<file path="src/rtl/multdiv_unit.sv">
// rtl/multdiv_unit.sv - sequential signed multiply / restoring divide execute unit
// Multiply completes one edge after start, divide after 32 iterations; data_resultRDY pulses in DONE.
module multdiv_unit #(
   parameter int WIDTH = 32
) (
   input  logic             clock,
   input  logic             reset_n,
   input  logic [WIDTH-1:0] data_operandA,
   input  logic [WIDTH-1:0] data_operandB,
   input  logic             ctrl_MULT,
   input  logic             ctrl_DIV,
   output logic [WIDTH-1:0] data_result,
   output logic             data_exception,
   output logic             data_resultRDY
);

   typedef enum logic [1:0] {IDLE, MUL, DIV_RUN, DONE} state_t;

   state_t      state, state_next;
   logic [31:0] op_a, op_b, abs_b;
   logic        sign;
   logic [63:0] pair;
   logic [5:0]  count;

   logic        start;
   logic [31:0] abs_a_in, abs_b_in;
   logic [63:0] product;
   logic        mul_ovf;
   logic [63:0] shifted, pair_next;
   logic [32:0] trial;
   logic        div_zero, div_ovf;
   logic [31:0] quotient;

   assign start    = ctrl_MULT | ctrl_DIV;
   assign abs_a_in = data_operandA[31] ? (~data_operandA + 32'd1) : data_operandA;
   assign abs_b_in = data_operandB[31] ? (~data_operandB + 32'd1) : data_operandB;

   // Low 64 bits of the sign-extended product equal the signed 32x32 product
   assign product  = {{32{op_a[31]}}, op_a} * {{32{op_b[31]}}, op_b};
   assign mul_ovf  = (product[63:31] != {33{product[31]}});

   assign shifted   = {pair[62:0], 1'b0};
   assign trial     = {1'b0, shifted[63:32]} - {1'b0, abs_b};
   assign pair_next = trial[32] ? shifted : {trial[31:0], shifted[31:1], 1'b1};
   assign quotient  = sign ? (~pair_next[31:0] + 32'd1) : pair_next[31:0];

   assign div_zero = (op_b == 32'd0);
   assign div_ovf  = (op_a == 32'h8000_0000) && (op_b == 32'hFFFF_FFFF);

   assign data_resultRDY = (state == DONE);

   always_comb begin
      state_next = state;
      if (start) begin
         state_next = ctrl_MULT ? MUL : DIV_RUN;
      end else begin
         case (state)
            MUL:     state_next = DONE;
            DIV_RUN: if (div_zero || div_ovf || count == 6'd31) state_next = DONE;
            DONE:    state_next = IDLE;
            default: state_next = state;
         endcase
      end
   end

   always_ff @(posedge clock) begin
      if (!reset_n) begin
         state          <= IDLE;
         op_a           <= '0;
         op_b           <= '0;
         abs_b          <= '0;
         sign           <= 1'b0;
         pair           <= '0;
         count          <= '0;
         data_result    <= '0;
         data_exception <= 1'b0;
      end else begin
         state <= state_next;
         if (start) begin
            op_a <= data_operandA;
            op_b <= data_operandB;
            if (!ctrl_MULT) begin
               abs_b <= abs_b_in;
               sign  <= data_operandA[31] ^ data_operandB[31];
               pair  <= {32'd0, abs_a_in};
               count <= '0;
            end
         end else begin
            case (state)
               MUL: begin
                  data_result    <= product[31:0];
                  data_exception <= mul_ovf;
               end
               DIV_RUN: begin
                  if (div_zero) begin
                     data_result    <= 32'd0;
                     data_exception <= 1'b1;
                  end else if (div_ovf) begin
                     data_result    <= 32'h8000_0000;
                     data_exception <= 1'b1;
                  end else begin
                     pair  <= pair_next;
                     count <= count + 6'd1;
                     if (count == 6'd31) begin
                        data_result    <= quotient;
                        data_exception <= 1'b0;
                     end
                  end
               end
               default: ;
            endcase
         end
      end
   end

endmodule

</file>
<file path="config.mk">
export PLATFORM = sky130hd
export DESIGN_NAME = multdiv_unit
export DESIGN_NICKNAME = d
export VERILOG_FILES = /design/src/rtl/multdiv_unit.sv
export SDC_FILE = /design/constraint.sdc
export NUM_CORES = 2
export LEC_CHECK = 0
export ABC_AREA = 0
export BUFFER_PORTS_ARGS = -buffer_cell sky130_fd_sc_hd__buf_2
export CORE_ASPECT_RATIO = 0.6
export CORE_UTILIZATION = 30
export CTS_BUF_LIST = sky130_fd_sc_hd__clkbuf_2
export CTS_CLUSTER_DIAMETER = 80
export DETAILED_ROUTE_END_ITERATION = 10
export GPL_ROUTABILITY_DRIVEN = 0
export PLACE_DENSITY = 0.52
export SLEW_MARGIN = 20
export SYNTH_ARGS = -nofsm -noshare
export SYNTH_HDL_FRONTEND = slang
export SYNTH_SLANG_ARGS = --single-unit
export TNS_END_PERCENT = 50
</file>
<file path="constraint.sdc">
create_clock -name clock -period 9.5 [get_ports clock]
set_clock_uncertainty 0.1 [all_clocks]
set_input_delay 1.425 -clock clock [delete_from_list [all_inputs] [get_ports clock]]
set_output_delay 1.425 -clock clock [all_outputs]
set_load 0.01 [all_outputs]
</file>
# Word level (Yosys, flattened, before mapping)
# Cells that the tools add are included.
dict set report word_totals {
  latch_bits 0
  output_inout_bits 34
  word_cells 71
  reg_bits 201
  ram_bits 0
  n_memories 0
  inputBits 68
  romBits 0
}
dict set report classes {
  n_bitwise 7
  add_sub_neg 5
  reduce_logical 11
  magnitude_cmp 0
  div 0
  n_eq_ne 12
  n_mux 26
  mul 1
  n_shift 0
}
# cell count
set op_table {}
lappend op_table {{$mux 63} 6}
lappend op_table {{$mux 32} 6}
lappend op_table {{$add 32x1->32 const B} 3}
lappend op_table {{$not 32->32} 3}
lappend op_table {{$eq 32x32->1 const B} 2}
lappend op_table {{$mul 32x32->64} 1}
lappend op_table {{$pmux 32 s2} 1}
lappend op_table {{$sub 32x32->33} 1}
lappend op_table {{$logic_not 32->1} 1}
lappend op_table {{$ne 32x32->1} 1}
lappend op_table {{$mux 6} 5}
lappend op_table {{$add 6x1->6 const B} 1}
lappend op_table {{$eq 6x5->1 const B} 1}
lappend op_table {{$mux 2} 3}
lappend op_table {{$ne 2x2->1 const B} 3}
lappend op_table {{$pmux 2 s3} 1}
lappend op_table {{$eq 2x2->1 const B} 2}
lappend op_table {{$ne 4x4->1 const B} 1}
lappend op_table {{$reduce_and 2->1} 2}
lappend op_table {{$reduce_and 4->1} 1}
lappend op_table {{$reduce_bool 2->1} 2}
lappend op_table {{$reduce_bool 4->1} 1}
lappend op_table {{$mux 1} 3}
lappend op_table {{$ne 3x3->1 const B} 1}
lappend op_table {{8 further kinds} 10}

# Logic depth before layout (Yosys ltp)
dict set report depth {
  word_depth 9
  depth_mapped 33
}

# Worst setup path after synthesis
# Ideal clock, no wire load.
dict set report synth_timing {
  path_type {reg2reg}
  from {register op_b[3]}
  to {register data_exception}
  path_buffers 3
  path_stages_with_launch 30
  setup_ns 0.128
  path_slack_ns 0.801
  arrival_time_ns 8.471
  period_less_slack_ns 8.699
  path_cell_list {dfxtp_1 -> clkbuf_1 -> clkbuf_1 -> nand2_1 -> inv_1 -> fa_1 -> inv_1 -> fa_1 -> inv_1 -> fa_1 -> fa_1 -> inv_1 -> fa_1 -> fa_1 -> fa_1 -> fa_1 -> inv_1 -> ha_1 -> clkbuf_1 -> and3_1 -> and2_1 -> o211a_1 -> o211ai_1 -> a31oi_1 -> xor2_1 -> nand2_1 -> nor2_1 -> or4b_2 -> a221oi_1 -> a2bb2oi_1}
}
dict set report synth_via {
  elab_chain_len 5
}
# item line
set synth_lines {}
lappend synth_lines {{from (decl)} 20} ;# logic [31:0] op_a, op_b, abs_b;
lappend synth_lines {{from (signal assigned)} 81} ;# op_b <= data_operandB;
lappend synth_lines {{parallel branches: the longest is 5 deep, another holds $mul 32x32->64} -}
lappend synth_lines {{to (signal assigned)} 92} ;# data_exception <= mul_ovf;
lappend synth_lines {{to (decl)} 13} ;# output logic data_exception,
# Parallel ways; which one is timed is not known.
# A chain may end at the register's enable or synchronous reset.

# Worst setup path in the final report
dict set report layout_timing {
  from {register op_b[1]}
  to {register data_exception}
}
# The elaborated chain is that of the path after synthesis.

==> metrics <==
status=finished, final reports clean; Place WS=roughly 0.19 ns; placed cells=between 7k and 8k; Layout area overhead=8.16%; post-CTS setup buffer count=0; 1st-iter DRT viols=about 3.8k; f_max=between 100 and 150 MHz; Synth cell types=between 80 and 90; CP Class=register to register; Slew Limit Fails=0; top_reg_cell synth=dfxtp_1; Final Util=approximately 33%; vias post-DR=around 38k; YS warnings=0; CP delay by family, top=adder cells; routed wire length=around 170000 um; core region area=between 0.15 and 0.2 mm2; fin crit period=roughly 9.2 ns; Hold/Removal Path Class=register to register; root buf cell=clkbuf_2; unrepaired setup endpoints after global routing=false; Worst-Margin Slew=1.04 ns; vias in the first global route=about 38k; relative slew slack=~29%; highest-delay cell along the critical path=dfxtp_1; hold buffer count at CTS=0; # DRC=0; All-Layer GR Usage=a little over a fifth; first-pass GRT wire length=256000 um; CTS clock-pin slew for the worst setup and hold paths=about 0.11 ns; clock tree buffer depth=3; syn nets=6748; Total Negative Setup Slacks=0 ns; layout cells sized above 1=8.30%; Post-synth EDFFs=0; initial antenna violation count=14; Placement Cell Area=~0.052 mm2; TritonCTS clock tree=done; Setup crit start kind=register; fraction of registers with async set/reset=0%; LEAKAGE=~21 nW; area share of the largest cell type after synthesis=between 40% and 50%; Die Y=approximately 310 um; Buffers & Inverters on Critical Path=3; most frequent cells in the layout=fa_1, nand2_1, inv_1; most area-consuming cells after synthesis=fa_1, dfxtp_1, nand2_1, inv_1, and2_1; Avg Inst Size Synth=between 8 and 9 um2; port buffer count=slightly above 100; Initial Utilization=30.3%; synthesized area=about 0.048 mm2; Worst-Skew Late Latency=roughly 1.1 ns; Via-to-Cell Ratio=a little over 5; Seq cells post-synth=between 200 and 250; Critical Path AT=10.04 ns; Tcrit/Tclk final=97.1%; Slowest Stage Delay on Critical Path=just under 0.9 ns; r2r setup slk=between 0.2 and 0.3 ns; post-route ant nets=0; overall power=11.8 mW; hold slack=roughly 0.39 ns; WL/cell=around 23 um; Die Area=roughly 0.16 mm2; Cell Count, Final, Fillers Out=about 7.5k; final worst slack=approximately 0.28 ns; leading area contributor after synthesis=fa_1; peak supply drop=~0.00026 V; gr ovfl total=0; # setup viols final=0; PD cells=226 mW/mm2; crit-path most repeated cell=fa_1; max cap viols=0; Post-CTS Resized=0; cell row count=around 110; most common cell after layout, fill and taps aside=fa_1; cts bufs inserted=57; CTS sink cnt=approximately 200; Die Wd=roughly 520 um; nets@finish=between 6k and 7k; H-tree depth=2; HPWL Detailed=roughly 140000 um; critical path peak fanout=14; # IOs=about 100; final instance area=~0.052 mm2; register area share after synthesis=about 8.4%; Req. time, crit path=a little over 10 ns; Post-Synthesis Cells=5375; largest net degree at the start of global routing=67; Final Hold Viols=0; router iterations before antenna repair=5; type of element capturing the critical path=register
## path summary, 6_finish.rpt
path | cells after the start | from | end
max | 25 | op_b[1] | data_exception
max reg2reg | 25 | op_b[1] | data_exception
min reg2reg | 2 | pair[41] | pair[41]
min | 2 | pair[41] | pair[41]
## state kept, by name, indices dropped and copies added (netlist names)
register        cells
abs_b              32
data_result        32
sign                1
data_exception      1
count               6
op_b               32
op_a               32
state               2
pair               63
## final cells by class
type | count | area [um2]
Antenna cell | 3 | 7.51
Clock buffer | 84 | 420
Clock inverter | 14 | 92.6
Fill cell | 16602 | 107000
Inverter | 836 | 3140
Multi-Input combinational cell | 3981 | 39700
Sequential cell | 201 | 4040
Tap cell | 2127 | 2660
Timing Repair Buffer | 291 | 2030
## cells by family (layout without fill, tap and decap cells)
family,Yosys count,in the layout,share of synthesized area [%]
simple gates,1819,1819,18.6
buf+inv,1193,1225,9.31
mux,17,17,0.359
xor+xnor,166,166,3.02
compound gates,674,674,9.59
other cells,0,3,0
flops,201,201,8.36
fa+ha+maj,1305,1305,50.8
## cells in the mapped netlist, types with 30 or more instances
| cell type | instances |
|---|---|
| nand2_1 | 875 |
| xor2_1 | 61 |
| nand2b_1 | 50 |
| ha_1 | 222 |
| nor4_1 | 35 |
| inv_1 | 834 |
| nand3_1 | 31 |
| a21boi_0 | 75 |
| a21o_1 | 30 |
| o211a_1 | 50 |
| and2_1 | 454 |
| nand4_1 | 36 |
| nor2_1 | 126 |
| xnor2_1 | 105 |
| clkbuf_1 | 353 |
| fa_1 | 1083 |
| nor3_1 | 59 |
| a21oi_1 | 143 |
| o21ai_0 | 149 |
| dfxtp_1 | 201 |
## worst reg2reg max path: stages, from the launching register on
cell       delay, ns
dfxtp_1         0.89
buf_4           0.33
and2_1          0.15
ha_1            0.13
inv_1           0.05
fa_1            0.45
fa_1            0.61
fa_1            0.65
inv_1           0.10
fa_1            0.49
fa_1            0.59
fa_1            0.44
fa_1            0.46
ha_1            0.31
a21oi_1         0.26
o21ai_0         0.16
a311o_1         0.37
or4_1           0.57
o211ai_1        0.24
a31oi_1         0.26
xor2_1          0.31
nand2_1         0.09
nor2_1          0.09
or4b_2          0.59
a221oi_1        0.30
a2bb2oi_1       0.09
## power breakdown
part / internal, mW / total (mW) / switching, mW
Sequential: 0.891 / 0.997 / 0.107
Combinational: 3.98 / 10.0 / 6.07
Clock: 0.267 / 0.729 / 0.463
Total: 5.14 / 11.8 / 6.64
## layer usage
layer	share of wire (%)	GRT usage [%]	up-vias
li1	-	-	16656
met1	51	35.6	19346
met2	34	24.4	1829
met3	14	8.05	117
met4	1.1	2.35	16
met5	0.13	0.633	-
(Power assumes the default switching activity.)
